[src/rtl/instruction_fetch_unit.sv]
// instruction_fetch_unit: PC owner and instruction-memory req/ack fetch stage feeding decode.
// Ports:
//   clk, reset         clock (rising edge), asynchronous active-high reset
//   pc_redirect_i      one-cycle pulse loading pc_target_i as the next fetch address
//   pc_target_i        branch/jump target
//   stall_i            downstream not accepting the presented instruction
//   imem_req_o         memory request, held with imem_addr_o until imem_ack_i
//   imem_addr_o        request address
//   imem_ack_i         response valid (only meaningful while imem_req_o=1)
//   imem_data_i        instruction word, valid with imem_ack_i
//   Instruction_bus_o  registered instruction word
//   op_o               opcode field Instruction_bus_o[6:0]
//   pc_o               address of the instruction on Instruction_bus_o
//   valid_o            Instruction_bus_o, op_o and pc_o are meaningful
//   misalign_o         (FETCH_MISALIGN_CHECK_EN only) sticky misaligned-redirect flag
// Macro FETCH_MISALIGN_CHECK_EN: reject misaligned redirects and flag them instead of
// silently clearing target bits [1:0].
module instruction_fetch_unit #(
    parameter logic [31:0] RESET_PC   = 32'h0040_0000,
    parameter int          DATA_WIDTH = 32
) (
    input  logic                  clk,
    input  logic                  reset,
    input  logic                  pc_redirect_i,
    input  logic [DATA_WIDTH-1:0] pc_target_i,
    input  logic                  stall_i,
    output logic                  imem_req_o,
    output logic [DATA_WIDTH-1:0] imem_addr_o,
    input  logic                  imem_ack_i,
    input  logic [DATA_WIDTH-1:0] imem_data_i,
    output logic [DATA_WIDTH-1:0] Instruction_bus_o,
    output logic [6:0]            op_o,
    output logic [DATA_WIDTH-1:0] pc_o,
`ifdef FETCH_MISALIGN_CHECK_EN
    output logic                  misalign_o,
`endif
    output logic                  valid_o
);
    typedef enum logic [1:0] {S_IDLE, S_REQ, S_DROP, S_OUT} state_t;
    state_t                state_q, state_d;
    logic [DATA_WIDTH-1:0] pc_q, pc_d;
    logic [DATA_WIDTH-1:0] addr_q, addr_d;
    logic [DATA_WIDTH-1:0] instr_q, instr_d;
    logic [DATA_WIDTH-1:0] pc_out_q, pc_out_d;
    logic                  valid_q, valid_d;
    logic                  redir;
    logic [DATA_WIDTH-1:0] tgt;

    assign tgt = pc_target_i & ~DATA_WIDTH'(3);

`ifdef FETCH_MISALIGN_CHECK_EN
    logic misalign_q, misalign_d;
    logic bad_target;
    assign bad_target = pc_redirect_i && (pc_target_i[1:0] != 2'b00);
    assign redir      = pc_redirect_i && !bad_target;
    assign misalign_d = misalign_q | bad_target;
    assign misalign_o = misalign_q;
`else
    assign redir = pc_redirect_i;
`endif

    always_comb begin
        state_d  = state_q;
        pc_d     = redir ? tgt : pc_q;
        addr_d   = addr_q;
        instr_d  = instr_q;
        pc_out_d = pc_out_q;
        valid_d  = valid_q;
        case (state_q)
            S_IDLE: begin
                addr_d  = redir ? tgt : pc_q;
                state_d = S_REQ;
            end
            S_REQ: begin
                // a redirect kills the outstanding fetch; if its ack is still pending it must be drained
                if (redir) state_d = imem_ack_i ? S_IDLE : S_DROP;
                else if (imem_ack_i) begin
                    instr_d  = imem_data_i;
                    pc_out_d = addr_q;
                    valid_d  = 1'b1;
                    pc_d     = addr_q + DATA_WIDTH'(4);
                    state_d  = S_OUT;
                end
            end
            S_DROP: state_d = imem_ack_i ? S_IDLE : S_DROP;
            S_OUT: begin
                if (redir) begin
                    valid_d = 1'b0;
                    state_d = S_IDLE;
                end else if (!stall_i) begin
                    valid_d = 1'b0;
                    addr_d  = pc_q;
                    state_d = S_REQ;
                end
            end
            default: state_d = S_IDLE;
        endcase
    end

    always_ff @(posedge clk or posedge reset) begin
        if (reset) begin
            state_q  <= S_IDLE;
            pc_q     <= RESET_PC;
            addr_q   <= RESET_PC;
            instr_q  <= '0;
            pc_out_q <= '0;
            valid_q  <= 1'b0;
        end else begin
            state_q  <= state_d;
            pc_q     <= pc_d;
            addr_q   <= addr_d;
            instr_q  <= instr_d;
            pc_out_q <= pc_out_d;
            valid_q  <= valid_d;
        end
    end

`ifdef FETCH_MISALIGN_CHECK_EN
    always_ff @(posedge clk or posedge reset) begin
        if (reset) misalign_q <= 1'b0;
        else misalign_q <= misalign_d;
    end
`endif

    assign imem_req_o        = (state_q == S_REQ) || (state_q == S_DROP);
    assign imem_addr_o       = addr_q;
    assign Instruction_bus_o = instr_q;
    assign op_o              = instr_q[6:0];
    assign pc_o              = pc_out_q;
    assign valid_o           = valid_q;
endmodule

[config.mk]
export PLATFORM = sky130hd
export DESIGN_NAME = instruction_fetch_unit
export DESIGN_NICKNAME = d
export VERILOG_FILES = /design/src/rtl/instruction_fetch_unit.sv
export SDC_FILE = /design/constraint.sdc
export NUM_CORES = 1
export LEC_CHECK = 0
export BUFFER_PORTS_ARGS = -buffer_cell sky130_fd_sc_hd__buf_2
export CORE_MARGIN = 3
export CORE_UTILIZATION = 42
export DETAILED_ROUTE_END_ITERATION = 6
export GPL_TIMING_DRIVEN = 0
export MAX_ROUTING_LAYER = met4
export PLACE_DENSITY = 0.71
export REMOVE_ABC_BUFFERS = 1
export SETUP_SLACK_MARGIN = 0.5
export SLEW_MARGIN = 20
export SYNTH_ARGS = -nofsm -noshare
export SYNTH_HDL_FRONTEND = slang
export SYNTH_SLANG_ARGS = --single-unit
[constraint.sdc]
create_clock -name clk -period 5.9 [get_ports clk]
set_input_delay 1.18 -clock clk [delete_from_list [all_inputs] [get_ports clk]]
set_output_delay 1.18 -clock clk [all_outputs]
set_load 0.1 [all_outputs]
==> impl_metrics.ini <==
[clock_network]
cts_resized = 0
cts-root-buf = clkbuf_16
cts_setup_buffers = 0
cts_sinks = 131
cts_tree = built
clk_pin_slew_ns = 0.06
cts_buffers = 17
ctsHoldBuffers = 0
cts_buffer_depth = 2
clock_latency_ns = 0.42
cts.htree.levels = 4

[finish]
instances_no_fill = 1027
utilization_pct = 55.6
final_common_cell = nand2_1
layout-drive-gt1-share_pct = 27.3
antennaDiodeCount = 0
num-fill-cells = 1287
fin_nets = 908
mostFrequentLayoutCells = nand2_1 (253), buf_2 (171), dfrtp_1 (129), o21ai_0 (65), mux2i_1 (32)
fin_area_mm2 = 0.00786
syn_to_final_growth_pct = 27.0

[placed_design]
numPortBuffers = 171
hpwl_um = 10600
postPlaceCellArea_mm2 = 0.00725
dp_cells = 995
place.gp.congestion = 0.773

[die]
ios = 174
start_util_pct = 43.8
coreArea_mm2 = 0.0141
die_x_um = 127
dieHeight_um = 127
dieArea_mm2 = 0.0162
rows = 43

[drt]
drc = 0
drtIter0Drc = 220
post_drt_wl_per_cell_um = 15.5
totalWireLength_um = 15900
dr.pass1.iters = 4
vias_per_cell = 5.07
antenna_left = 0
vias = 5207

[sta]
finalMaxSlewViolations = 0
hold_slack_ns = 0.465
relSlewSlack_pct = 32.9
finalClockSkew_ns = 0.00835
timing.final.hold_violations = 0
finalCriticalPeriod_ns = 3.74
worst_slew_pin_slew_ns = 1.01
fmax_mhz = 267
period_share_pct = 63.4
rsz0062_at_grt = no
setup_viol = 0

[synthesis]
synth_cells = 688
ys_seq_area_share_pct = 53.0
ys_ff_latch = 131
yosysUniqueCellTypes = 42
ys.flop_type = dfrtp_1
synth_edf_count = 0
synth_warnings = 0
synth_area_mm2 = 0.00619
async_reset_ff_share_pct = 100
syn_avg_cell_area_um2 = 9.00

[global_route]
grt_start_max_net_pins = 67
overflow = 0
track_usage_pct = 20.6
grt_pass1_wl_um = 26000
grt_pass1_vias = 5058
antenna_found_initial = 0

[worst_hold_path]
whs_path_depth = 2
hold_path_class = reg2reg

[setup_path]
cp-end-kind = flop
reg2reg_depth = 8
worst-path-max-fanout = 52
required_ns = 6.19
crit_type = in2reg
startpoint_type = input port
crit_arrival_ns = 4.03

[status]
status = finished clean

[flow_run]
drv_cap = 0
-- metal layers --
metal | vias up | track usage [%] | routed length, µm
met1 | 2448 | 26.5 | 7250
met2 | 189 | 32.5 | 7350
met3 | 14 | 5.14 | 1190
met5 | - | - | 0
met4 | 0 | 5.68 | 141
li1 | 2556 | - | -
-- sequential cells by signal (all words and copies together), names as in the netlist --
signal and flops:
Instruction_bus_o 32, imem_addr_o 32, pc_o 32, pc_q 32
state_q 2, valid_o 1
-- cells by family after synthesis --
family	count (synthesis)	share of synthesized area, %
AO/OA/AOI/OAI	104	9.03
XOR/XNOR	25	3.54
adder cells (fa/ha/maj)	5	1.01
buffers and inverters	59	4.47
flip-flops	131	53.0
multiplexers	33	5.34
AND/OR/NAND/NOR	331	23.6
-- Yosys cell counts, types with 6 or more instances --
cell type / number / area, µm²
xor2_1: 7 / 61.3
nor3_1: 9 / 45.0
xnor2_1: 18 / 158
a21oi_1: 23 / 115
and3_1: 7 / 43.8
o21ai_0: 65 / 325
clkbuf_1: 35 / 131
buf_4: 9 / 67.6
mux2i_1: 33 / 330
nand2_1: 255 / 957
nor3_2: 6 / 60.1
nand3_1: 10 / 50.1
nor2_1: 15 / 56.3
or3_1: 9 / 56.3
dfrtp_1: 129 / 3230
inv_1: 8 / 30.0
-- critical path, cell delays in order --
cell	delay [ns]
buf_2	0.72
inv_1	0.73
nor2_4	0.77
buf_16	0.25
mux2i_1	0.19
o21ai_0	0.09
-- cell type report --
type | instances | area, µm² | area share (%)
clock buffers | 22 | 454 | 5.78
well taps | 180 | 225 | 2.86
flip-flops and latches | 131 | 3280 | 41.7
multi-input cells | 498 | 2670 | 34.0
inverters | 8 | 37.5 | 0.477
repair buffers | 178 | 1040 | 13.2
clock inverters | 10 | 156 | 1.99
-- through the flow --
step / setup TNS [ns] / setup slack (ns)
after floorplan: 0 / 1.23
after global placement: -102.10 / -0.793
after detailed placement: 0 / 1.75
after CTS: 0 / 2.19
after global routing: 0 / 1.93
final: 0 / 2.16
-- worst paths after layout --
check | start | end | slack [ns]
worst max-delay path | pc_redirect_i | imem_addr_o[13]$_DFFE_PP0P_ | 2.16
worst min-delay path | Instruction_bus_o[18]$_DFFE_PP0P_ | Instruction_bus_o[18]$_DFFE_PP0P_ | 0.47
worst max register to register | state_q[1]$_DFFE_PP0P_ | pc_q[28]$_DFF_PP0_ | 3.26
worst min register to register | Instruction_bus_o[18]$_DFFE_PP0P_ | Instruction_bus_o[18]$_DFFE_PP0P_ | 0.47
max in group asynchronous | reset | pc_q[22]$_DFF_PP1_ | 4.41
min in group asynchronous | reset | Instruction_bus_o[0]$_DFFE_PP0P_ | 0.78
Power is left out: the tool's default activity adds up to more than one toggle a clock period on the data nets, which glitch-free logic cannot reach.
